### src/rtl/stack_sequencer_if.sv
// Request, data-memory and result signals of the stack sequencer.
// slave is the sequencer side; master is the pipeline/memory side.
interface stack_sequencer_if;
    logic        req_valid;
    logic [2:0]  req_op;
    logic        req_ready;
    logic [31:0] pc_in;
    logic [3:0]  flags_in;
    logic [15:0] reg_in;
    logic [31:0] mem_addr;
    logic        mem_we;
    logic        mem_re;
    logic [15:0] mem_wdata;
    logic [15:0] mem_rdata;
    logic        stall;
    logic [31:0] sp_out;
    logic [15:0] pop_reg;
    logic [31:0] pop_pc;
    logic [3:0]  pop_flags;
    logic        done;
    logic        stk_err;

    modport slave (
        input  req_valid, req_op, pc_in, flags_in, reg_in, mem_rdata,
        output req_ready, mem_addr, mem_we, mem_re, mem_wdata, stall,
               sp_out, pop_reg, pop_pc, pop_flags, done, stk_err
    );

    modport master (
        output req_valid, req_op, pc_in, flags_in, reg_in, mem_rdata,
        input  req_ready, mem_addr, mem_we, mem_re, mem_wdata, stall,
               sp_out, pop_reg, pop_pc, pop_flags, done, stk_err
    );
endinterface

### src/rtl/stack_sequencer.sv
// Stack-pointer owner: splits PUSH/POP/CALL/RET/INT/RTI into 16-bit memory beats.
// Pushes write then decrement; pops increment and read SP+1, with data one cycle later.
module stack_sequencer #(
    parameter logic [31:0] SP_INIT = 32'h000F_FFFF
) (
    input  logic clk,
    input  logic rst,
    stack_sequencer_if.slave bus
);
    typedef enum logic [2:0] {IDLE, WR, RD, WAIT, DONE} state_t;

    localparam logic [2:0] OP_PUSH = 3'd0;
    localparam logic [2:0] OP_POP  = 3'd1;
    localparam logic [2:0] OP_CALL = 3'd2;
    localparam logic [2:0] OP_RET  = 3'd3;
    localparam logic [2:0] OP_INT  = 3'd4;
    localparam logic [2:0] OP_RTI  = 3'd5;

    function automatic logic [1:0] beats(input logic [2:0] op);
        case (op)
            OP_PUSH, OP_POP: beats = 2'd1;
            OP_CALL, OP_RET: beats = 2'd2;
            default:         beats = 2'd3;
        endcase
    endfunction

    state_t      state, state_d;
    logic [31:0] sp;
    logic [2:0]  op_q;
    logic [31:0] pc_q;
    logic [3:0]  flags_q;
    logic [15:0] reg_q;
    logic [1:0]  beat;
    logic        err_q;
    logic        cap_vld;
    logic [1:0]  cap_idx;
    logic [15:0] pop_reg_q;
    logic [31:0] pop_pc_q;
    logic [3:0]  pop_flags_q;

    logic        accept, req_is_pop, underflow, last_beat;
    logic [31:0] mem_addr;
    logic [15:0] mem_wdata, wr_word;
    logic        mem_we, mem_re;

    assign accept     = bus.req_valid && (state == IDLE) && (bus.req_op <= OP_RTI);
    assign req_is_pop = (bus.req_op == OP_POP) || (bus.req_op == OP_RET) || (bus.req_op == OP_RTI);
    assign underflow  = (SP_INIT - sp) < {30'd0, beats(bus.req_op)};
    assign last_beat  = (beat == beats(op_q) - 2'd1);

    always_ff @(posedge clk or posedge rst) begin
        if (rst) state <= IDLE;
        else     state <= state_d;
    end

    always_comb begin
        state_d   = state;
        mem_addr  = 32'd0;
        mem_wdata = 16'd0;
        mem_we    = 1'b0;
        mem_re    = 1'b0;
        // First beat of CALL/INT carries the PC high half; INT ends with flags.
        case (op_q)
            OP_PUSH: wr_word = reg_q;
            OP_CALL: wr_word = (beat == 2'd0) ? pc_q[31:16] : pc_q[15:0];
            default: wr_word = (beat == 2'd0) ? pc_q[31:16] :
                               (beat == 2'd1) ? pc_q[15:0]  : {12'd0, flags_q};
        endcase
        case (state)
            IDLE: if (accept) begin
                if (req_is_pop) state_d = underflow ? DONE : RD;
                else            state_d = WR;
            end
            WR: begin
                mem_we    = 1'b1;
                mem_addr  = sp;
                mem_wdata = wr_word;
                if (last_beat) state_d = DONE;
            end
            RD: begin
                mem_re   = 1'b1;
                mem_addr = sp + 32'd1;
                if (last_beat) state_d = WAIT;
            end
            WAIT:    state_d = DONE;
            DONE:    state_d = IDLE;
            default: state_d = IDLE;
        endcase
    end

    always_ff @(posedge clk or posedge rst) begin
        if (rst) begin
            sp          <= SP_INIT;
            op_q        <= 3'd0;
            pc_q        <= 32'd0;
            flags_q     <= 4'd0;
            reg_q       <= 16'd0;
            beat        <= 2'd0;
            err_q       <= 1'b0;
            cap_vld     <= 1'b0;
            cap_idx     <= 2'd0;
            pop_reg_q   <= 16'd0;
            pop_pc_q    <= 32'd0;
            pop_flags_q <= 4'd0;
        end else begin
            cap_vld <= (state == RD);
            cap_idx <= beat;
            if (accept) begin
                op_q    <= bus.req_op;
                pc_q    <= bus.pc_in;
                flags_q <= bus.flags_in;
                reg_q   <= bus.reg_in;
                beat    <= 2'd0;
                err_q   <= req_is_pop && underflow;
            end
            if (state == WR) begin
                sp   <= sp - 32'd1;
                beat <= beat + 2'd1;
            end
            if (state == RD) begin
                sp   <= sp + 32'd1;
                beat <= beat + 2'd1;
            end
            // Read data lands one cycle after its beat, so WAIT collects the last word.
            if (cap_vld) begin
                case (op_q)
                    OP_POP: pop_reg_q <= bus.mem_rdata;
                    OP_RET: if (cap_idx == 2'd0) pop_pc_q[15:0]  <= bus.mem_rdata;
                            else                 pop_pc_q[31:16] <= bus.mem_rdata;
                    OP_RTI: if (cap_idx == 2'd0)      pop_flags_q     <= bus.mem_rdata[3:0];
                            else if (cap_idx == 2'd1) pop_pc_q[15:0]  <= bus.mem_rdata;
                            else                      pop_pc_q[31:16] <= bus.mem_rdata;
                    default: ;
                endcase
            end
        end
    end

    assign bus.req_ready = (state == IDLE);
    assign bus.stall     = (state != IDLE);
    assign bus.done      = (state == DONE);
    assign bus.stk_err   = (state == DONE) && err_q;
    assign bus.mem_addr  = mem_addr;
    assign bus.mem_wdata = mem_wdata;
    assign bus.mem_we    = mem_we;
    assign bus.mem_re    = mem_re;
    assign bus.sp_out    = sp;
    assign bus.pop_reg   = pop_reg_q;
    assign bus.pop_pc    = pop_pc_q;
    assign bus.pop_flags = pop_flags_q;
endmodule
### src/flat_wrapper.sv
// flat-port wrapper written by rule: the top's interface ports become plain ports
module stack_sequencer_flat 
#(
    parameter logic [31:0] SP_INIT = 32'h000F_FFFF
)
  (clk, rst, bus_req_valid, bus_req_op, bus_pc_in, bus_flags_in, bus_reg_in, bus_mem_rdata, bus_req_ready, bus_mem_addr, bus_mem_we, bus_mem_re, bus_mem_wdata, bus_stall, bus_sp_out, bus_pop_reg, bus_pop_pc, bus_pop_flags, bus_done, bus_stk_err);
  stack_sequencer_if bus_i ();
  input  logic clk;
  input  logic rst;
  input wire logic [$bits(bus_i.req_valid)-1:0] bus_req_valid;
  input wire logic [$bits(bus_i.req_op)-1:0] bus_req_op;
  input wire logic [$bits(bus_i.pc_in)-1:0] bus_pc_in;
  input wire logic [$bits(bus_i.flags_in)-1:0] bus_flags_in;
  input wire logic [$bits(bus_i.reg_in)-1:0] bus_reg_in;
  input wire logic [$bits(bus_i.mem_rdata)-1:0] bus_mem_rdata;
  output wire logic [$bits(bus_i.req_ready)-1:0] bus_req_ready;
  output wire logic [$bits(bus_i.mem_addr)-1:0] bus_mem_addr;
  output wire logic [$bits(bus_i.mem_we)-1:0] bus_mem_we;
  output wire logic [$bits(bus_i.mem_re)-1:0] bus_mem_re;
  output wire logic [$bits(bus_i.mem_wdata)-1:0] bus_mem_wdata;
  output wire logic [$bits(bus_i.stall)-1:0] bus_stall;
  output wire logic [$bits(bus_i.sp_out)-1:0] bus_sp_out;
  output wire logic [$bits(bus_i.pop_reg)-1:0] bus_pop_reg;
  output wire logic [$bits(bus_i.pop_pc)-1:0] bus_pop_pc;
  output wire logic [$bits(bus_i.pop_flags)-1:0] bus_pop_flags;
  output wire logic [$bits(bus_i.done)-1:0] bus_done;
  output wire logic [$bits(bus_i.stk_err)-1:0] bus_stk_err;
  assign bus_i.req_valid = bus_req_valid;
  assign bus_i.req_op = bus_req_op;
  assign bus_i.pc_in = bus_pc_in;
  assign bus_i.flags_in = bus_flags_in;
  assign bus_i.reg_in = bus_reg_in;
  assign bus_i.mem_rdata = bus_mem_rdata;
  assign bus_req_ready = bus_i.req_ready;
  assign bus_mem_addr = bus_i.mem_addr;
  assign bus_mem_we = bus_i.mem_we;
  assign bus_mem_re = bus_i.mem_re;
  assign bus_mem_wdata = bus_i.mem_wdata;
  assign bus_stall = bus_i.stall;
  assign bus_sp_out = bus_i.sp_out;
  assign bus_pop_reg = bus_i.pop_reg;
  assign bus_pop_pc = bus_i.pop_pc;
  assign bus_pop_flags = bus_i.pop_flags;
  assign bus_done = bus_i.done;
  assign bus_stk_err = bus_i.stk_err;
  stack_sequencer #(.SP_INIT(SP_INIT)) u_core (.clk(clk), .rst(rst), .bus(bus_i));
endmodule
### config.mk
export PLATFORM = sky130hd
export DESIGN_NAME = stack_sequencer_flat
export DESIGN_NICKNAME = d
export VERILOG_FILES = /design/src/rtl/stack_sequencer_if.sv /design/src/rtl/stack_sequencer.sv /design/src/flat_wrapper.sv
export SDC_FILE = /design/constraint.sdc
export NUM_CORES = 1
export LEC_CHECK = 0
export CAP_MARGIN = 25
export CELL_PAD_IN_SITES_DETAIL_PLACEMENT = 1
export CELL_PAD_IN_SITES_GLOBAL_PLACEMENT = 2
export CORE_MARGIN = 5
export CORE_UTILIZATION = 30
export CTS_CLUSTER_SIZE = 24
export DETAILED_ROUTE_END_ITERATION = 10
export PLACE_DENSITY_LB_ADDON = 0.1
export SYNTH_ARGS = -nofsm -noshare
export SYNTH_HDL_FRONTEND = slang
export SYNTH_SLANG_ARGS = --single-unit
### constraint.sdc
create_clock -name clk -period 5.95 [get_ports clk]
set_clock_uncertainty 0.2 [all_clocks]
set_input_delay 1.19 -clock clk [delete_from_list [all_inputs] [get_ports clk]]
set_output_delay 1.19 -clock clk [all_outputs]
set_load 0.05 [all_outputs]
Yosys cells after proc, flatten, opt, wreduce, memory -nomap -nowiden
Index checks and enable logic that the tools add are counted.
W data, S select, Z words.
{"block": "op_classes", "add_sub_neg": 5, "magnitude_cmp": 2, "n_eq_ne": 23, "mux": 27, "reduce_logical": 24}
{"operator": "$mux W16", "count": 8}
{"operator": "$pmux W32 S2", "count": 2}
{"operator": "$mux W32", "count": 3}
{"operator": "$add A32 B1 Y32 const B", "count": 1}
{"operator": "$lt A32 B2 Y1", "count": 1}
{"operator": "$pmux W16 S2", "count": 1}
{"operator": "$sub A20 B32 Y32 const A", "count": 1}
{"operator": "$sub A32 B1 Y32 const B", "count": 1}
{"operator": "$eq A3 B2 Y1 const B", "count": 6}
{"operator": "$mux W3", "count": 5}
{"operator": "$pmux W3 S4", "count": 1}
{"operator": "$ne A2 B1 Y1 const B", "count": 5}
{"operator": "$reduce_and A5 Y1", "count": 2}
{"operator": "$eq A3 B1 Y1 const B", "count": 3}
{"operator": "$eq A3 B3 Y1 const B", "count": 3}
{"operator": "$logic_not A3 Y1", "count": 3}
{"operator": "$pmux W2 S2", "count": 2}
{"operator": "$reduce_or A2 Y1", "count": 4}
{"operator": "$mux W2", "count": 3}
{"operator": "$ne A2 B2 Y1 const B", "count": 3}
{"operator": "$reduce_and A3 Y1", "count": 2}
{"operator": "$reduce_bool A3 Y1", "count": 2}
{"operator": "$eq A2 B1 Y1 const B", "count": 2}
{"operator": "$logic_and A1 B1 Y1", "count": 4}
{"operator": "other kinds (9)", "count": 13}
{"block": "word_totals", "register_bits": 148, "inputBits": 74, "out_inout_bits": 138}

Depth between registers and ports, before layout
Gate-level depths: netlist (run 1).
{"block": "depth", "depth_word": 8, "mapped_depth": 8}

Least setup slack after synthesis (run 1)
No wires, ideal clock.
{"block": "synth_path", "path_kind": "reg2out", "startpoint": "register u_core.state[0]", "endpoint": "output port bus_mem_addr[2]", "arrival_ns": 3.017, "required_ns": 4.560, "setup_slack_ns": 1.543, "stages_incl_launch_ff": 8, "cell_sequence": "dfrtp_1 -> buf_2 -> or3b_1 -> inv_1 -> buf_2 -> buf_1 -> nand2_1 -> o21ai_0"}
{"block": "synth_between", "elab_chain_len": 2, "elab_cells_between_ends": 3, "cone_classes": "2 x eq/ne; 1 x mux"}
{"element": "start, declared", "line_no": "stack_sequencer.sv:27", "rtl": "state_t state, state_d;"}
{"element": "start signal, assigned", "line_no": "stack_sequencer.sv:53", "rtl": "else state <= state_d;"}
{"element": "$eq A3 B2 Y1 / $eq A3 B1 Y1 (equally long branches)", "line_no": "stack_sequencer.sv:69", "rtl": "case (state)"}
{"element": "$pmux W32 S2 (*)", "line_no": "stack_sequencer.sv:69"}
{"element": "end, declared", "line_no": "flat_wrapper.sv:17", "rtl": "output wire logic [$bits(bus_i.mem_addr)-1:0] bus_mem_addr;"}
Mark *: on every way between the ends. The rest lies on a longest branch, timed or not.

Worst setup path in the final report (run 1)
{"block": "layout_path", "startpoint": "register u_core.state[1]", "endpoint": "output port bus_mem_addr[13]"}
Same word-level chain as after synthesis.

==> results of run 1 <==
## per-stage QoR
step           cell area (sq um)  worst slack [ns]
2_1_floorplan               7600             0.613
6_report                   10600             0.803
3_5_place_dp                9980              1.19
5_1_grt                    10600             0.463
3_3_place_gp                9970              1.33
4_1_cts                    10600             0.679
## where the power goes
group	internal, mW	leakage, nW	switching [mW]
clock network	0.599	0.284	0.487
registers	1.49	1.80	0.419
logic	1.25	2.16	2.18
total	3.34	4.25	3.09
## cells by family after synthesis
group | count (synthesis) | synth area share
AND/OR/NAND/NOR | 203 | 0.145
flip-flops | 148 | 0.491
AO/OA/AOI/OAI | 142 | 0.119
multiplexers | 107 | 0.158
buffers and inverters | 70 | 0.0385
XOR/XNOR | 33 | 0.0381
adder cells (fa/ha/maj) | 6 | 0.00988
## routing by layer
layer	vias to the layer above	GRT usage	wire (um)
li1	2977	-	-
met1	3260	0.229	11400
met2	151	0.296	12500
met3	26	0.0364	1110
met4	0	0.0497	396
met5	-	0	0
## cells in the final DEF (no fill, tap or decap), types with 14 or more instances in the layout
master             n
clkdlybuf4s50_1  211
dfrtp_1          128
mux2_2           106
o21ai_0           50
nand2_1           47
nor2_1            41
nor3_1            24
a21oi_1           21
xnor2_1           20
dfstp_2           20
nand3_1           19
nand4_1           17
clkbuf_16         17
a31oi_1           16
inv_1             14
## worst paths after layout
kind	startpoint	end	slack, ns	depth (start not counted)
max	u_core.state[1]	bus_mem_addr[13]	0.80	6
min reg2reg	u_core.beat[1]	u_core.cap_idx[1]	0.25	0
min in group asynchronous	rst	u_core.bus.sp_out[27]	0.95	2
max reg2reg	u_core.bus.sp_out[7]	u_core.bus.sp_out[26]	2.97	5
min	u_core.beat[1]	u_core.cap_idx[1]	0.25	0
max in group asynchronous	rst	u_core.bus.pop_reg[10]	3.61	3
## area by class of cell
type / count / area, sq um
clock buffers: 18 / 429
clock inverters: 14 / 164
fillers: 2742 / 14400
inverters: 16 / 65.1
multi-input cells: 491 / 3570
flip-flops and latches: 148 / 3730
well taps: 330 / 413
repair buffers: 223 / 2220
## critical path: cells and delay by family, from the launching register on
kind	cells	cell delay, ns
AND/OR/NAND/NOR	3	1.45
flip-flops	1	0.49
buffers and inverters	2	1.17
AO/OA/AOI/OAI	1	0.23
==> key figures, run 1 <==
Synth
  • Async set-reset flop share out of synthesis: 1.00
  • Ranking of synthesized cells by area: dfrtp_1 (42%), mux2_2 (16%), dfstp_2 (6.9%), o21ai_0 (3.3%), nand2_1 (2.3%)
  • Post-Syn Nets: 789
  • Top cells by count, synth: dfrtp_1 (128), mux2_2 (106), o21ai_0 (50)
  • Count of different cell masters after synthesis: 61
  • Count leader, synth: dfrtp_1
  • Mapped Area: 7600 sq um
  • Syn avg cell area: 10.7 sq um
  • Post-synth top area share: 0.422
  • Cell count after synthesis: 709
  • Sequential fraction of the synthesis area: 0.491
  • Ys Warns: 0
  • EDFF count, synth: 0
  • Most area-hungry cell type in the Yosys netlist: dfrtp_1
  • #FFs+latches synth: 148
  • Main synth FF type: dfrtp_1

Floorplanning
  • Die width: 169 um
  • IO Pins: 212
  • Die Span Y: 169 um
  • Starting Density: 0.303
  • Placeable Area: 25000 sq um
  • Rows: 58
  • Die area: 28600 sq um

Power
  • Pwr per Cell Area: 606 nW/um^2
  • VDD IR max: 0.000334 V
  • P_leak: 4.25 nW
  • Total power: 6.42 mW

Clock network
  • CTS tree: done
  • Clock Pin Slew Worst Setup and Hold Paths: 0.06 ns
  • CTS Hold Buffers Added: 0
  • Post-CTS setup buffers: 0
  • Num CTS Buffers: 17
  • Clk_lat worst skew: 0.42 ns
  • Clock sinks: 148
  • Clock Path Buffers: 2
  • CTS root buffer: clkbuf_16
  • H-tree depth: 4
  • Post-CTS Resized: 0

Timing
  • Final count of pins violating max slew: 0
  • Setup violators final: 0
  • Final Hold Fails: 0
  • Worst hold slack: 0.251 ns
  • Max Fclk: 194 MHz
  • Crit path time final: 5.15 ns
  • Relative slew margins: 0.383
  • Worst Tran Pin Value: 0.923 ns
  • Final TNS setup: 0 ns
  • Final worst-path cycle share: 0.865
  • RSZ-0062 raised after global routing: no

Global routing
  • Pin count of the biggest net entering global routing: 98
  • Grt ovf: 0
  • All-Layer GR Usage: 0.175
  • First-pass GRT wire length: 40.4 mm
  • Vias in the first global route: 7078
  • Initial antenna violation count: 0

Worst setup path
  • CP max-delay cell: clkdlybuf4s50_1
  • CP Max Fanout: 19
  • Crit path largest cell delay: 0.85 ns
  • Worst Path Arrival: 3.76 ns
  • CP Cell Sequence: or3b_1, buf_4, nor3_1, nand4_1, o21ai_0, clkdlybuf4s50_1
  • CP Data Required Time: 4.56 ns
  • Crit Path Class: flip-flop to output port
  • Critical path endpoint category: output port
  • Startpoint types: flip-flop

Min path
  • Min-delay worst type: flip-flop to flip-flop

Status
  • Status: complete, no violations

Drt
  • Wire per inst: 20.5 um
  • Drt pass-1 iters: 4
  • WL final: 25.4 mm
  • Routed Antenna Nets: 0
  • Initial DRC Count: 285
  • Remaining DRCs: 0
  • Via/cell ratio: 5.17
  • Via count: 6414

Placed design
  • Post-DP HPWL: 18.3 mm
  • Port bufs: 211
  • # placed instances: 1207
  • Final weighted congestion in routability-driven placement: 0.840

Cells and area
  • Layout area overhead: 39.5%
  • Ant diodes: 0
  • Final core occ: 0.423
  • Final Non-Filler Cells: 1240
  • Layout Nets: 977
  • Share of post-route cells with drive strength above 1: 0.203

Run
  • Max_cap viols: 0
Power figures use the tool's default switching activity.
==> run 2, diff against run 1 <==
MAX_ROUTING_LAYER = met4   (was not set)
TNS_END_PERCENT = 50   (was not set)
==> run 2 against run 1 <==
Routed wire length hardly changed. First-iteration DRC count is 7.0% higher. Critical endpoint unchanged. Critical path type unchanged. Clock power hardly changed. Global-route usage is 0.53 points higher. Largest cell class unchanged. Cell area stayed put.
==> key figures, run 2 (same netlist as run 1, synthesis figures left out) <==
Status
  • Status: complete, no violations

Clock network
  • CTS Hold Buffers Added: 0
  • Post-CTS Resized: 0
  • Clk_lat worst skew: 0.42 ns
  • Num CTS Buffers: 17
  • Post-CTS setup buffers: 0
  • Clock sinks: 148
  • CTS root buffer: clkbuf_16
  • Clock Path Buffers: 2
  • H-tree depth: 4
  • Clock Pin Slew Worst Setup and Hold Paths: 0.06 ns
  • CTS tree: done

Timing
  • Setup violators final: 0
  • RSZ-0062 raised after global routing: no
  • Worst Tran Pin Value: 0.936 ns
  • Final worst-path cycle share: 0.868
  • Final Hold Fails: 0
  • Relative slew margins: 0.374
  • Final TNS setup: 0 ns
  • Crit path time final: 5.17 ns
  • Max Fclk: 194 MHz
  • Final count of pins violating max slew: 0

Power
  • P_leak: 4.25 nW
  • VDD IR max: 0.000336 V
  • Net Sw Frac: 0.481
  • Reg power frac: 0.297
  • Part of the power in combinational logic: 0.533
  • Internal power: 3.34 mW
  • Pwr per Cell Area: 607 nW/um^2
  • P_sw: 3.09 mW
  • Total power: 6.43 mW
  • Clock power share: 0.169

Drt
  • WL final: 25.4 mm
  • Routed Antenna Nets: 0
  • Wire per inst: 20.5 um
  • Drt pass-1 iters: 4
  • Initial DRC Count: 305
  • Via/cell ratio: 5.18
  • DR WL met2: 12.4 mm
  • Met1 wire length: 11.6 mm
  • Met3 Wirelength: 968 um
  • Via count: 6428
  • Remaining DRCs: 0
  • DR top layer: met4

Cells and area
  • Register area: 3730 sq um
  • Commonest non-fill, non-tap cell in the layout: clkdlybuf4s50_1
  • Share of post-route cells with drive strength above 1: 0.203
  • # fillers: 2742
  • Ant diodes: 0
  • Layout Nets: 977
  • Multi-input combinational cell area: 3570 sq um
  • Layout area overhead: 39.5%
  • Final core occ: 0.423
  • Final Non-Filler Cells: 1240
  • Most frequent cells in the layout: clkdlybuf4s50_1 (211), dfrtp_1 (128), mux2_2 (106)
  • Post-route cell area: 10600 sq um

Worst setup path
  • Worst reg2reg setup slack: 2.97 ns
  • R2R Path Start: u_core.state[1]
  • CP Data Required Time: 4.56 ns
  • Worst Path Arrival: 3.78 ns
  • RR Endpoint: u_core.bus.sp_out[31]
  • CP max-delay cell: clkdlybuf4s50_1
  • Crit path largest cell delay: 0.85 ns
  • Critical path endpoint category: output port
  • CP bufs+invs: 2
  • Crit Path Class: flip-flop to output port
  • Startpoint types: flip-flop
  • Worst reg2reg path depth: 7
  • CP delay by family, top: simple AND/OR/NAND/NOR gates
  • CP Max Fanout: 19
  • CP Cell Sequence: or3b_1, buf_4, nor3_1, nand4_1, o21ai_0, clkdlybuf4s50_1

Placed design
  • # placed instances: 1207
  • Placed cell areas: 9980 sq um
  • Final weighted congestion in routability-driven placement: 0.853
  • Post-DP HPWL: 18.3 mm
  • Port bufs: 211

Global routing
  • Initial antenna violation count: 0
  • Pin count of the biggest net entering global routing: 98
  • Vias in the first global route: 7079
  • All-Layer GR Usage: 0.181
  • Grt ovf: 0
  • First-pass GRT wire length: 40.4 mm

Min path
  • Min-delay worst type: flip-flop to flip-flop
  • Hold depth: 0
  • Hold wc startpoint: u_core.beat[1]
  • Hold Path Sink: u_core.cap_idx[1]

Floorplanning
  • Die width: 169 um
  • Starting Density: 0.303
  • Placeable Area: 25000 sq um
  • IO Pins: 212
  • Die Span Y: 169 um
  • Rows: 58
  • Die area: 28600 sq um

Run
  • Max_cap viols: 0
[run 2: stage by stage]
step	worst slack [ns]	hold slack, ns
2_1_floorplan	0.613	0.210
3_3_place_gp	1.33	0.237
3_5_place_dp	1.19	0.245
4_1_cts	0.679	0.260
5_1_grt	0.461	0.294
6_report	0.784	0.251
[run 2: power by group through the flow]
stage / combinational, mW / clock [mW] / sequential, mW
detailed placement: 3.46 / 0 / 1.93
CTS: 3.48 / 1.13 / 1.91
global placement: 3.41 / 0 / 1.88
global route: 3.64 / 1.16 / 1.99
finish: 3.43 / 1.09 / 1.91
floorplan: 1.68 / 0 / 2.51
[run 2: layer usage]
layer / vias up / GRT usage
met1: 3275 / 0.232
met3: 27 / 0.0318
met2: 155 / 0.295
met5: - / -
li1: 2971 / -
met4: 0 / 0.0497
[run 2: how the worst max path moves through the flow]
stage | from | endpoint | cells past startpoint
finish | u_core.state[1] | bus_mem_addr[13] | 6
global placement | u_core.state[1] | bus_mem_addr[20] | 7
CTS | u_core.state[1] | bus_mem_addr[13] | 6
detailed placement | u_core.state[1] | bus_mem_addr[13] | 6
floorplan | rst | u_core.beat[0] | 1
global route | u_core.state[1] | bus_mem_addr[13] | 6
[run 2: cell type report]
cell class,count,area share
flip-flops and latches,148,0.352
multi-input cells,491,0.337
repair buffers,223,0.210
clock buffers,18,0.0405
well taps,330,0.0390
clock inverters,14,0.0155
inverters,16,0.00614
==> run 3, diff against run 2 <==
CTS_BUF_LIST = sky130_fd_sc_hd__clkbuf_16   (was not set)
==> run 3 against run 2 <==
Routed wire length about the same. Utilization unchanged. Non-clock buffer count unchanged. Largest cell class unchanged.
==> key figures, run 3 (same netlist as run 1, synthesis figures left out) <==
Worst setup path
  • CP Cell Sequence: or3b_1, buf_4, nor3_1, nand4_1, o21ai_0, clkdlybuf4s50_1
  • CP Data Required Time: 4.56 ns
  • CP delay by family, top: simple AND/OR/NAND/NOR gates
  • Critical path endpoint category: output port
  • CP max-delay cell: clkdlybuf4s50_1
  • CP bufs+invs: 2
  • CP Max Fanout: 19
  • Crit path largest cell delay: 0.85 ns
  • Crit Path Class: flip-flop to output port
  • Worst Path Arrival: 3.78 ns
  • Startpoint types: flip-flop

Drt
  • Routed Antenna Nets: 0
  • Via/cell ratio: 5.18
  • Initial DRC Count: 305
  • WL final: 25.4 mm
  • Drt pass-1 iters: 4
  • Wire per inst: 20.5 um
  • Remaining DRCs: 0
  • Via count: 6428

Global routing
  • First-pass GRT wire length: 40.4 mm
  • GRT busiest layer: met2
  • Pin count of the biggest net entering global routing: 98
  • Initial antenna violation count: 0
  • Met2 capacity usage during global routing: 0.295
  • All-Layer GR Usage: 0.181
  • Vias in the first global route: 7079
  • Met3 usage: 0.0318
  • Met1 GRT Util: 0.232
  • Grt ovf: 0

Clock network
  • Clock Pin Slew Worst Setup and Hold Paths: 0.06 ns
  • CTS tree: done
  • Clock Path Buffers: 2
  • CTS root buffer: clkbuf_16
  • Clock sinks: 148
  • Post-CTS Resized: 0
  • Clk_lat worst skew: 0.42 ns
  • Post-CTS setup buffers: 0
  • H-tree depth: 4
  • Num CTS Buffers: 17
  • CTS Hold Buffers Added: 0

Timing
  • Final count of pins violating max slew: 0
  • Crit path time final: 5.17 ns
  • Setup violators final: 0
  • Max Fclk: 194 MHz
  • Relative slew margins: 0.374
  • RSZ-0062 raised after global routing: no
  • Worst Tran Pin Value: 0.936 ns
  • Final worst-path cycle share: 0.868
  • Final TNS setup: 0 ns
  • Final Hold Fails: 0

Floorplanning
  • Die Span Y: 169 um
  • Starting Density: 0.303
  • Placeable Area: 25000 sq um
  • Die area: 28600 sq um
  • Rows: 58
  • Die width: 169 um
  • IO Pins: 212

Cells and area
  • Ant diodes: 0
  • Share of post-route cells with drive strength above 1: 0.203
  • Final Non-Filler Cells: 1240
  • # fillers: 2742
  • Most frequent cells in the layout: clkdlybuf4s50_1 (211), dfrtp_1 (128), mux2_2 (106)
  • Register area: 3730 sq um
  • Multi-input combinational cell area: 3570 sq um
  • Commonest non-fill, non-tap cell in the layout: clkdlybuf4s50_1
  • Layout Nets: 977
  • Final core occ: 0.423
  • Layout area overhead: 39.5%

Status
  • Status: complete, no violations

Power
  • Pwr per Cell Area: 607 nW/um^2
  • P_leak: 4.26 nW
  • VDD IR max: 0.000336 V
  • Total power: 6.43 mW

Run
  • Max_cap viols: 0

Placed design
  • # placed instances: 1207
  • Post-DP HPWL: 18.3 mm
  • Port bufs: 211
  • Final weighted congestion in routability-driven placement: 0.853

Min path
  • Min-delay worst type: flip-flop to flip-flop
==> run 3: layer usage <==
layer | share of wire | vias to the layer above | wire length, um
met5 | 0 | - | 0
met4 | 0.016 | 0 | 397
met3 | 0.038 | 27 | 968
met2 | 0.49 | 155 | 12400
met1 | 0.46 | 3275 | 11600
li1 | - | 2971 | -
==> run 3: layout make-up <==
type,instances,share of cell area
repair buffers,223,0.210
flip-flops and latches,148,0.352
well taps,330,0.0390
clock inverters,15,0.0158
inverters,16,0.00614
multi-input cells,491,0.337
clock buffers,17,0.0401
==> run 3: where the power goes <==
| part | total, mW | leakage [nW] | internal, mW | switching (mW) |
|---|---|---|---|---|
| sequential | 1.91 | 1.80 | 1.49 | 0.420 |
| combinational | 3.43 | 2.16 | 1.25 | 2.18 |
| clock | 1.09 | 0.288 | 0.597 | 0.489 |
==> run 3: path summary, 6_finish.rpt <==
check | from | to | slack [ns] | depth (start not counted)
worst max-delay path | u_core.state[1] | bus_mem_addr[13] | 0.78 | 6
worst max register to register | u_core.state[1] | u_core.bus.sp_out[31] | 2.97 | 7
max in group asynchronous | rst | u_core.bus.pop_pc[30] | 3.60 | 3
worst min register to register | u_core.beat[1] | u_core.cap_idx[1] | 0.25 | 0
worst min-delay path | u_core.beat[1] | u_core.cap_idx[1] | 0.25 | 0
min in group asynchronous | rst | u_core.bus.sp_out[27] | 0.95 | 2
==> run 3: per-stage QoR <==
stage / hold WS (ns) / area (sq um) / setup slack, ns
2_1_floorplan: 0.210 / 7600 / 0.613
3_3_place_gp: 0.237 / 9970 / 1.33
3_5_place_dp: 0.245 / 9980 / 1.19
4_1_cts: 0.260 / 10600 / 0.679
5_1_grt: 0.294 / 10600 / 0.461
6_report: 0.251 / 10600 / 0.784
